**src/rtl/mem_arbiter_if.sv**
```systemverilog
// Requester-side and memory-side bundles of mem_arbiter.
// The master modport always belongs to the side that issues requests on that bundle.
interface mem_arbiter_req_if #(
    parameter int NB_REQ         = 2,
    parameter int RAM_ADDR_WIDTH = 16,
    parameter int RAM_DATA_WIDTH = 128
);
    logic [NB_REQ-1:0]                req_valid;
    logic [NB_REQ-1:0]                req_ready;
    logic [NB_REQ-1:0]                req_rd;
    logic [NB_REQ-1:0]                req_wr;
    logic [NB_REQ*RAM_ADDR_WIDTH-1:0] req_addr;
    logic [NB_REQ*RAM_DATA_WIDTH-1:0] req_wr_data;
    logic [NB_REQ-1:0]                rsp_valid;
    logic [NB_REQ-1:0]                rsp_ready;
    logic [RAM_DATA_WIDTH-1:0]        rsp_data;

    modport master (
        output req_valid, req_rd, req_wr, req_addr, req_wr_data, rsp_ready,
        input  req_ready, rsp_valid, rsp_data
    );

    modport slave (
        input  req_valid, req_rd, req_wr, req_addr, req_wr_data, rsp_ready,
        output req_ready, rsp_valid, rsp_data
    );
endinterface

interface mem_arbiter_mem_if #(
    parameter int RAM_ADDR_WIDTH = 16,
    parameter int RAM_DATA_WIDTH = 128
);
    logic                      mem_valid;
    logic                      mem_ready;
    logic                      mem_rd;
    logic                      mem_wr;
    logic [RAM_ADDR_WIDTH-1:0] mem_addr;
    logic [RAM_DATA_WIDTH-1:0] mem_wr_data;
    logic                      mem_rd_valid;
    logic                      mem_rd_ready;
    logic [RAM_DATA_WIDTH-1:0] mem_rd_data;

    modport master (
        output mem_valid, mem_rd, mem_wr, mem_addr, mem_wr_data, mem_rd_ready,
        input  mem_ready, mem_rd_valid, mem_rd_data
    );

    modport slave (
        input  mem_valid, mem_rd, mem_wr, mem_addr, mem_wr_data, mem_rd_ready,
        output mem_ready, mem_rd_valid, mem_rd_data
    );
endinterface

```
**src/rtl/mem_arbiter.sv**
```systemverilog
// Round-robin arbiter sharing one memory_driver port between NB_REQ requesters;
// an order FIFO of grant IDs routes in-order read completions back to their owner.
module mem_arbiter #(
    parameter int NB_REQ         = 2,
    parameter int RAM_ADDR_WIDTH = 16,
    parameter int RAM_DATA_WIDTH = 128,
    parameter int RD_FIFO_DEPTH  = 4
) (
    input  logic                             aclk,
    input  logic                             aresetn,
    mem_arbiter_req_if.slave                 req,
    mem_arbiter_mem_if.master                mem,
    output logic [$clog2(RD_FIFO_DEPTH):0]   rd_pending,
    output logic                             err_unexp_rd
);

    localparam int GW = $clog2(NB_REQ);
    localparam int PW = $clog2(RD_FIFO_DEPTH);

    localparam logic [0:0] ARB   = 1'b0;
    localparam logic [0:0] ISSUE = 1'b1;

    localparam logic [GW-1:0] LAST_RST  = GW'(NB_REQ - 1);
    localparam logic [PW:0]   FIFO_FULL = (PW + 1)'(RD_FIFO_DEPTH);

    logic [0:0]    state_q, state_d;
    logic [GW-1:0] grant_q, grant_d;
    logic [GW-1:0] last_q, last_d;
    logic [PW:0]   wr_ptr_q, wr_ptr_d;
    logic [PW:0]   rd_ptr_q, rd_ptr_d;
    logic [PW:0]   rd_pending_q, rd_pending_d;
    logic          err_q, err_d;

    logic [GW-1:0] fifo_mem_q [RD_FIFO_DEPTH];

    logic          fifo_full;
    logic          fifo_empty;
    logic [GW-1:0] head;
    logic          push;
    logic          pop;

    logic          arb_found;
    logic [GW-1:0] arb_pick;
    logic [GW-1:0] arb_cand;

    logic          issue_valid;
    logic          handshake;
    logic          rd_ready_c;

    // Occupancy is taken from the registered pointers only, so a pop cannot
    // open a slot for a push in the same cycle.
    assign fifo_empty = (wr_ptr_q == rd_ptr_q);
    assign fifo_full  = ((wr_ptr_q - rd_ptr_q) == FIFO_FULL);
    assign head       = fifo_mem_q[rd_ptr_q[PW-1:0]];

    // NOTE: every signal assigned in always_comb gets a default first; a path
    // that leaves one unassigned would infer a latch.
    always_comb begin
        arb_found = 1'b0;
        arb_pick  = last_q;
        arb_cand  = last_q;
        for (int i = 1; i <= NB_REQ; i++) begin
            arb_cand = GW'((int'(last_q) + i) % NB_REQ);
            if (!arb_found && req.req_valid[arb_cand]) begin
                arb_pick  = arb_cand;
                arb_found = 1'b1;
            end
        end
    end

    always_comb begin
        state_d         = state_q;
        grant_d         = grant_q;
        last_d          = last_q;
        push            = 1'b0;
        issue_valid     = 1'b0;
        handshake       = 1'b0;
        req.req_ready   = '0;
        mem.mem_rd      = 1'b0;
        mem.mem_wr      = 1'b0;
        mem.mem_addr    = '0;
        mem.mem_wr_data = '0;

        case (state_q)
            ARB: begin
                if (arb_found) begin
                    grant_d = arb_pick;
                    state_d = ISSUE;
                end
            end
            ISSUE: begin
                mem.mem_rd      = req.req_rd[grant_q];
                mem.mem_wr      = req.req_wr[grant_q];
                mem.mem_addr    = req.req_addr[grant_q*RAM_ADDR_WIDTH +: RAM_ADDR_WIDTH];
                mem.mem_wr_data = req.req_wr_data[grant_q*RAM_DATA_WIDTH +: RAM_DATA_WIDTH];
                issue_valid     = req.req_valid[grant_q] & (!req.req_rd[grant_q] | !fifo_full);
                handshake       = issue_valid & mem.mem_ready;
                if (handshake) begin
                    req.req_ready[grant_q] = 1'b1;
                    push    = req.req_rd[grant_q];
                    last_d  = grant_q;
                    state_d = ARB;
                end else if (!req.req_valid[grant_q]) begin
                    // Requester withdrew before acceptance: drop the grant.
                    state_d = ARB;
                end
            end
            default: state_d = ARB;
        endcase
    end

    assign mem.mem_valid = issue_valid;

    always_comb begin
        req.rsp_valid       = '0;
        req.rsp_valid[head] = mem.mem_rd_valid & !fifo_empty;
        rd_ready_c          = !fifo_empty & req.rsp_ready[head];
    end

    assign mem.mem_rd_ready = rd_ready_c;
    assign req.rsp_data     = mem.mem_rd_data;
    assign pop              = mem.mem_rd_valid & rd_ready_c;

    always_comb begin
        wr_ptr_d     = wr_ptr_q + {{PW{1'b0}}, push};
        rd_ptr_d     = rd_ptr_q + {{PW{1'b0}}, pop};
        rd_pending_d = wr_ptr_d - rd_ptr_d;
        err_d        = err_q | (mem.mem_rd_valid & fifo_empty);
    end

    // NOTE: state flops use non-blocking assignments so every flop samples the
    // pre-edge values of the others, independent of statement order.
    always_ff @(posedge aclk or negedge aresetn) begin
        if (!aresetn) begin
            state_q      <= ARB;
            grant_q      <= '0;
            last_q       <= LAST_RST;
            wr_ptr_q     <= '0;
            rd_ptr_q     <= '0;
            rd_pending_q <= '0;
            err_q        <= 1'b0;
        end else begin
            state_q      <= state_d;
            grant_q      <= grant_d;
            last_q       <= last_d;
            wr_ptr_q     <= wr_ptr_d;
            rd_ptr_q     <= rd_ptr_d;
            rd_pending_q <= rd_pending_d;
            err_q        <= err_d;
        end
    end

    // NOTE: the FIFO storage has no reset; entries are only read while the
    // reset-cleared pointers say they are valid.
    always_ff @(posedge aclk) begin
        if (push) begin
            fifo_mem_q[wr_ptr_q[PW-1:0]] <= grant_q;
        end
    end

    assign rd_pending   = rd_pending_q;
    assign err_unexp_rd = err_q;

endmodule

```
**src/flat_wrapper.sv**
```systemverilog
// flat-port wrapper written by rule: the top's interface ports become plain ports
module mem_arbiter_flat 
#(
    parameter int NB_REQ         = 2,
    parameter int RAM_ADDR_WIDTH = 16,
    parameter int RAM_DATA_WIDTH = 128,
    parameter int RD_FIFO_DEPTH  = 4
)
  (aclk, aresetn, rd_pending, err_unexp_rd, req_req_valid, req_req_rd, req_req_wr, req_req_addr, req_req_wr_data, req_rsp_ready, req_req_ready, req_rsp_valid, req_rsp_data, mem_mem_valid, mem_mem_rd, mem_mem_wr, mem_mem_addr, mem_mem_wr_data, mem_mem_rd_ready, mem_mem_ready, mem_mem_rd_valid, mem_mem_rd_data);
  mem_arbiter_req_if #(.NB_REQ(NB_REQ), .RAM_ADDR_WIDTH(RAM_ADDR_WIDTH), .RAM_DATA_WIDTH(RAM_DATA_WIDTH)) req_i ();
  mem_arbiter_mem_if #(.RAM_ADDR_WIDTH(RAM_ADDR_WIDTH), .RAM_DATA_WIDTH(RAM_DATA_WIDTH)) mem_i ();
  input  logic aclk;
  input  logic aresetn;
  output logic [$clog2(RD_FIFO_DEPTH):0] rd_pending;
  output logic err_unexp_rd;
  input wire logic [$bits(req_i.req_valid)-1:0] req_req_valid;
  input wire logic [$bits(req_i.req_rd)-1:0] req_req_rd;
  input wire logic [$bits(req_i.req_wr)-1:0] req_req_wr;
  input wire logic [$bits(req_i.req_addr)-1:0] req_req_addr;
  input wire logic [$bits(req_i.req_wr_data)-1:0] req_req_wr_data;
  input wire logic [$bits(req_i.rsp_ready)-1:0] req_rsp_ready;
  output wire logic [$bits(req_i.req_ready)-1:0] req_req_ready;
  output wire logic [$bits(req_i.rsp_valid)-1:0] req_rsp_valid;
  output wire logic [$bits(req_i.rsp_data)-1:0] req_rsp_data;
  output wire logic [$bits(mem_i.mem_valid)-1:0] mem_mem_valid;
  output wire logic [$bits(mem_i.mem_rd)-1:0] mem_mem_rd;
  output wire logic [$bits(mem_i.mem_wr)-1:0] mem_mem_wr;
  output wire logic [$bits(mem_i.mem_addr)-1:0] mem_mem_addr;
  output wire logic [$bits(mem_i.mem_wr_data)-1:0] mem_mem_wr_data;
  output wire logic [$bits(mem_i.mem_rd_ready)-1:0] mem_mem_rd_ready;
  input wire logic [$bits(mem_i.mem_ready)-1:0] mem_mem_ready;
  input wire logic [$bits(mem_i.mem_rd_valid)-1:0] mem_mem_rd_valid;
  input wire logic [$bits(mem_i.mem_rd_data)-1:0] mem_mem_rd_data;
  assign req_i.req_valid = req_req_valid;
  assign req_i.req_rd = req_req_rd;
  assign req_i.req_wr = req_req_wr;
  assign req_i.req_addr = req_req_addr;
  assign req_i.req_wr_data = req_req_wr_data;
  assign req_i.rsp_ready = req_rsp_ready;
  assign req_req_ready = req_i.req_ready;
  assign req_rsp_valid = req_i.rsp_valid;
  assign req_rsp_data = req_i.rsp_data;
  assign mem_mem_valid = mem_i.mem_valid;
  assign mem_mem_rd = mem_i.mem_rd;
  assign mem_mem_wr = mem_i.mem_wr;
  assign mem_mem_addr = mem_i.mem_addr;
  assign mem_mem_wr_data = mem_i.mem_wr_data;
  assign mem_mem_rd_ready = mem_i.mem_rd_ready;
  assign mem_i.mem_ready = mem_mem_ready;
  assign mem_i.mem_rd_valid = mem_mem_rd_valid;
  assign mem_i.mem_rd_data = mem_mem_rd_data;
  mem_arbiter #(.NB_REQ(NB_REQ), .RAM_ADDR_WIDTH(RAM_ADDR_WIDTH), .RAM_DATA_WIDTH(RAM_DATA_WIDTH), .RD_FIFO_DEPTH(RD_FIFO_DEPTH)) u_core (.aclk(aclk), .aresetn(aresetn), .req(req_i), .mem(mem_i), .rd_pending(rd_pending), .err_unexp_rd(err_unexp_rd));
endmodule
```
**config.mk**
```make
export PLATFORM = sky130hd
export DESIGN_NAME = mem_arbiter_flat
export DESIGN_NICKNAME = d
export VERILOG_FILES = /design/src/rtl/mem_arbiter_if.sv /design/src/rtl/mem_arbiter.sv /design/src/flat_wrapper.sv
export SDC_FILE = /design/constraint.sdc
export NUM_CORES = 1
export LEC_CHECK = 0
export CORE_AREA = 2 2 280 282
export CTS_CLUSTER_DIAMETER = 50
export DETAILED_ROUTE_END_ITERATION = 8
export DIE_AREA = 0 0 282 284
export RECOVER_POWER = 25
export SLEW_MARGIN = 25
export SYNTH_ARGS = -nofsm -noshare
export SYNTH_HDL_FRONTEND = slang
export SYNTH_SLANG_ARGS = --single-unit
export TNS_END_PERCENT = 10
```
**constraint.sdc**
```tcl
create_clock -name aclk -period 8 [get_ports aclk]
set_clock_uncertainty 0.1 [all_clocks]
set_input_delay 0.8 -clock aclk [delete_from_list [all_inputs] [get_ports aclk]]
set_output_delay 0.8 -clock aclk [all_outputs]
set_load 0.01 [all_outputs]
```
# Word level (Yosys, flattened, before mapping)
# Memories as Yosys holds them, arrays and structs flattened.
# Index checks and enable logic that the tools add are counted.
# word_totals
regBits	13
mem_bits_rw	4
inputBits	428
out_inout_bits	284
wordCells	78
mem_count	1
# classes
n_addsub	6
magnitude_cmp	6
n_eq_ne	2
n_shift	2
mux	35
bitwise	10
n_reduce_logical	9
# memory_table
name	words	width	rd	rd_ports_with_merged_regs	wr	line_no	rtl
u_core.fifo_mem_q	4	1	1	0	1	mem_arbiter.sv:34	logic [GW-1:0] fifo_mem_q [RD_FIFO_DEPTH];
# op_table
op	n
indexed part select 256 x 9 -> 128 bit	1
2-to-1 mux 128 bit	1
indexed part select 32 x 6 -> 16 bit	1
2-to-1 mux 1 bit	28
2-to-1 mux 16 bit	1
less-than comparator 1 x 2 -> 1 bit (second input constant)	4
adder 3 x 1 -> 3 bit	2
bitwise AND 1 bit	6
subtractor 3 bit	2
logical NOT 1 bit	4
2-to-1 mux 2 bit	2
AND reduction 2 bit	2
== test 3 bit	1
== test 3 bit (second input constant)	1
logical AND 1 bit	3
adder 1 bit (second input constant)	2
bitwise AND 2 bit	1
demux 1 bit (select 1 bit)	2
greater-or-equal comparator 1 bit (second input constant)	2
OR 1 bit	2
one-hot mux 1 bit (2 select lines)	1
inverter 1 bit	1

# Depth between registers and ports, before layout
# logic_depth
word_depth	10
mapped_depth	12
mapped_depth_nobuf	12

# Worst setup path before layout
# Ideal clock, no wire load.
# synth_path
path_type	input to register
from	input port req_req_valid[1]
to	register u_core.rd_pending_q[2] (netlist: u_core.rd_pending[2])
setup_ns	0.129
t_arrival_ns	2.529
t_required_ns	7.771
slack_ns	5.242
stages	8
n_path_buf	0
cell_sequence	mux2_2 > nand3_1 > a311o_1 > inv_1 > ha_1 > ha_1 > fa_1 > xor2_1
# synth_via
elab_chain_len	8
# synth_rtl
item	line_no	rtl
start: declaration	flat_wrapper.sv:16	input wire logic [$bits(req_i.req_valid)-1:0] req_req_valid;
2-to-1 mux 1 bit (not written as such) (2 in series)	mem_arbiter.sv:96	issue_valid = req.req_valid[grant_q] & (!req.req_rd[grant_q] | !fifo_full);
bitwise AND 1 bit	mem_arbiter.sv:96	
bitwise AND 1 bit	mem_arbiter.sv:97	handshake = issue_valid & mem.mem_ready;
2-to-1 mux 1 bit	mem_arbiter.sv:98	if (handshake) begin
2-to-1 mux 1 bit	mem_arbiter.sv:84	case (state_q)
adder 3 x 1 -> 3 bit	mem_arbiter.sv:125	wr_ptr_d = wr_ptr_q + {{PW{1'b0}}, push};
named net u_core.wr_ptr_d[1]	mem_arbiter.sv:29	logic [PW:0] wr_ptr_q, wr_ptr_d;
subtractor 3 bit	mem_arbiter.sv:127	rd_pending_d = wr_ptr_d - rd_ptr_d;
named net u_core.rd_pending_d[2]	mem_arbiter.sv:31	logic [PW:0] rd_pending_q, rd_pending_d;
end signal: assignment	mem_arbiter.sv:148	rd_pending_q <= rd_pending_d;
end: declaration	mem_arbiter.sv:31	
# The timed path passes the listed nets, and every way through them passes these cells. The select of a mux whose other input is x is not followed.
# A chain may end at the register's enable or synchronous reset.

# Worst setup path after layout
# layout_path
from	register u_core.grant_q
to	output port mem_mem_wr_data[58]
# layout_via
elab_chain_len	2
# layout_rtl
item	line_no	rtl
start: declaration	mem_arbiter.sv:27	logic [GW-1:0] grant_q, grant_d;
start signal: assignment	mem_arbiter.sv:144	grant_q <= grant_d;
indexed part select 256 x 9 -> 128 bit	mem_arbiter.sv:95	mem.mem_wr_data = req.req_wr_data[grant_q*RAM_DATA_WIDTH +: RAM_DATA_WIDTH];
2-to-1 mux 128 bit	mem_arbiter.sv:84	
end: declaration	flat_wrapper.sv:29	output wire logic [$bits(mem_i.mem_wr_data)-1:0] mem_mem_wr_data;
# Every way passes these cells.

==> flow_summary.toml <==
[place]
place_area_mm2 = 0.00879
gp_congestion = 0.783
port_buffers = 455
hpwl_um = 28700

[synth]
syn_nets = 968
ys_seq_area_frac = 0.112
yosys_warnings = 0
syn_area_mm2 = 0.00400
syn-instance-count = 532
synth.avg_cell_area_um2 = 7.52
synth_top_cell_area_share = 0.368
netlist_top_cells_area = "mux2i_1 (37%), buf_4 (24%), nor2_1 (14%)"
yosysTopAreaCell = "mux2i_1"
ys_types = 31
synth-seq-cells = 17

[finish]
final_area_mm2 = 0.00887
final_nets = 1271
final_cell_mix = "clkdlybuf4s50_1 (454), nor2_1 (154), mux2i_1 (147)"
mostFrequentLayoutCell = "clkdlybuf4s50_1"
syn_to_final_growth_pct = 122
drive_gt1_frac = 0.0168
fill_cells = 8888

[critical_path]
slowest_stage = "dfrtp_1"
criticalPathCategory = "flop to output port"
r2r-start = "u_core.grant_q"
critPathBufInv = 3
path_common_cell = "buf_4"
rr_endpoint = "u_core.rd_pending[1]"
cp_data_required_time_ns = 7.10
reg2reg_slack_ns = 3.16
cp_cell_sequence = "buf_4 > buf_4 > mux2i_1 > nor2_1 > clkdlybuf4s50_1"
cp.arrival_ns = 4.45
rr_worst_depth = 7
cp_top_family = "flip-flops"
critPathLaunchType = "flop"
max_stage_delay_ns = 2.15
endpoint_kind = "output port"
path_max_fanout = 51

[clock_tree]
holdBufCountCts = 0
clk_latency_ns = 0.25
clkSinkCount = 17
clk_transition_reported_paths_ns = 0.06
cts_buffer_depth = 2
root_buffer = "clkbuf_16"
cts_tree = "yes"
numCtsBuffers = 3
post-cts-setup-buffers = 0
cts_htree_levels = 1
cts_resized = 0

[pwr]
powerDensity_mw_per_mm2 = 251
ir_drop_mv = 0.245
leakage_nw = 3.36

[timing]
final-setup-viol-count = 0
tns_ns = 0
slew_viol_final = 52
finalHoldViolations = 0
finalCritPeriodShare = 0.668
relSlewSlack = -0.824
rsz0062_at_grt = "false"
min_period_ns = 5.35
fmax_ghz = 0.187
worst_pin_slew_ns = 2.74

[detailed_routing]
drtAntennaViolNets = 0
vias = 4858
highest_layer = "met5"
wl_per_cell_um = 17.0
wl_met2_um = 13300
m1WireLength_um = 10700
drt-pass1-iter-count = 4
drtIter0Drc = 128
viasPerCell = 2.59
wl_met3_um = 6340
remaining_drc_errors = 0
drt-total-wl_um = 31800

[floorplanning]
die_h_um = 284
row_count = 102
die-area_mm2 = 0.0801
start_util = 0.0520
io_pins = 712
core_area_mm2 = 0.0770
die_w_um = 282

[grt]
grt_max_degree = 82
antenna_found_initial = 20
grt_pass1_wl_um = 39300
gr-total-overflow = 0
grt.total_usage = 0.0731
grt_pass1_vias = 4856

[run]
maxCapViolCount = 1

[min_path]
worstHoldStart = "u_core.err_unexp_rd"
hp-class = "flop to flop"
worstHoldPathCells = 1
worstHoldEndpoint = "u_core.err_unexp_rd"

[status]
violations = "max-capacitance violations, max-slew violations"
status = "finished with violations"
[synthesized netlist by cell type]
library cell  instances
a32o_1                1
ha_1                  7
and3_1                2
o21ai_0               1
clkbuf_1             15
nor3b_2               1
mux2_2                1
or3_1                 1
mux4_2                1
dfstp_2               1
buf_2                16
nor3_1                3
dfrtp_1              12
inv_1                10
o22ai_1               2
nand2_1               6
nor2_1              154
edfxtp_1              4
a31oi_1               2
a21o_1                1
nand3_1               2
a311o_1               1
xor2_1                3
buf_1                 2
xnor2_2               1
buf_4               128
mux2i_1             147
nand4_1               1
xnor2_1               2
fa_1                  1
nor2b_1               3
[cells by family (layout without fill, tap and decap cells)]
group,count (synthesis),after routing,share of synthesized area
and+or+nand+nor,173,173,0.170
adders and majority gates,8,8,0.0269
xor gates and xnor gates,6,6,0.0150
other,0,3,0
DFF,17,17,0.112
muxes,149,149,0.376
buffers and inverters,171,473,0.285
AOI/OAI and AO/OA,8,8,0.0144
[registers in the layout, summed over array words and instances (netlist names)]
register,count
u_core.wr_ptr_q,3
u_core.state_q,1
u_core.rd_pending,3
u_core.rd_ptr_q,3
u_core.last_q,1
u_core.fifo_mem_q,4
u_core.grant_q,1
u_core.err_unexp_rd,1
[area by class of cell]
class	count	area, µm²	share of cell area
Timing Repair Buffer	459	4580	0.517
Multi-Input combinational cell	344	2410	0.272
Tap cell	1040	1300	0.147
Sequential cell	17	447	0.0503
Clock buffer	3	75.1	0.00846
Inverter	10	42.5	0.00479
Antenna cell	3	7.51	0.000846
Clock inverter	1	5.00	0.000564
[metal layers]
metal	up-vias	GRT usage
li1	2229	-
met1	2045	0.0702
met2	498	0.111
met3	70	0.0612
met4	16	0.0316
met5	-	0.0140
[worst max-delay path by stage]
stage | cells past startpoint | to | start
2_1_floorplan | 8 | u_core.rd_pending[2] | req_req_valid[1]
3_3_place_gp | 5 | mem_mem_wr_data[60] | u_core.grant_q
3_5_place_dp | 4 | mem_mem_wr_data[88] | u_core.grant_q
4_1_cts | 4 | mem_mem_wr_data[88] | u_core.grant_q
5_1_grt | 6 | req_req_ready[0] | u_core.grant_q
6_report | 5 | mem_mem_wr_data[58] | u_core.grant_q
[metrics by stage]
| stage | setup slack [ns] | hold WS (ns) | power, mW | cells | util |
|---|---|---|---|---|---|
| floorplan | 5.24 | 0.365 | 1.21 | 532 | - |
| global placement | 4.14 | 0.341 | 2.15 | 1870 | 0.114 |
| detailed placement | 4.18 | 0.352 | 2.14 | 1870 | 0.114 |
| CTS | 3.89 | 0.368 | 2.26 | 1874 | 0.115 |
| global route | 2.24 | 0.404 | 2.41 | 1877 | 0.115 |
| finish | 2.65 | 0.357 | 2.22 | 1877 | 0.115 |
[worst reg2reg max path, stage by stage, from the launching register on]
cell and delay (ns):
dfrtp_1 2.15, buf_4 0.60, mux2i_1 0.36, a311o_1 0.30
inv_1 0.07, ha_1 0.20, ha_1 0.33, fa_1 0.65
[report_power, final]
| part | internal [mW] | switching (mW) |
|---|---|---|
| registers | 0.127 | 0.0937 |
| clock network | 0.0670 | 0.0357 |
| logic | 1.05 | 0.845 |
No activity file was read; power rests on OpenSTA's default activity.
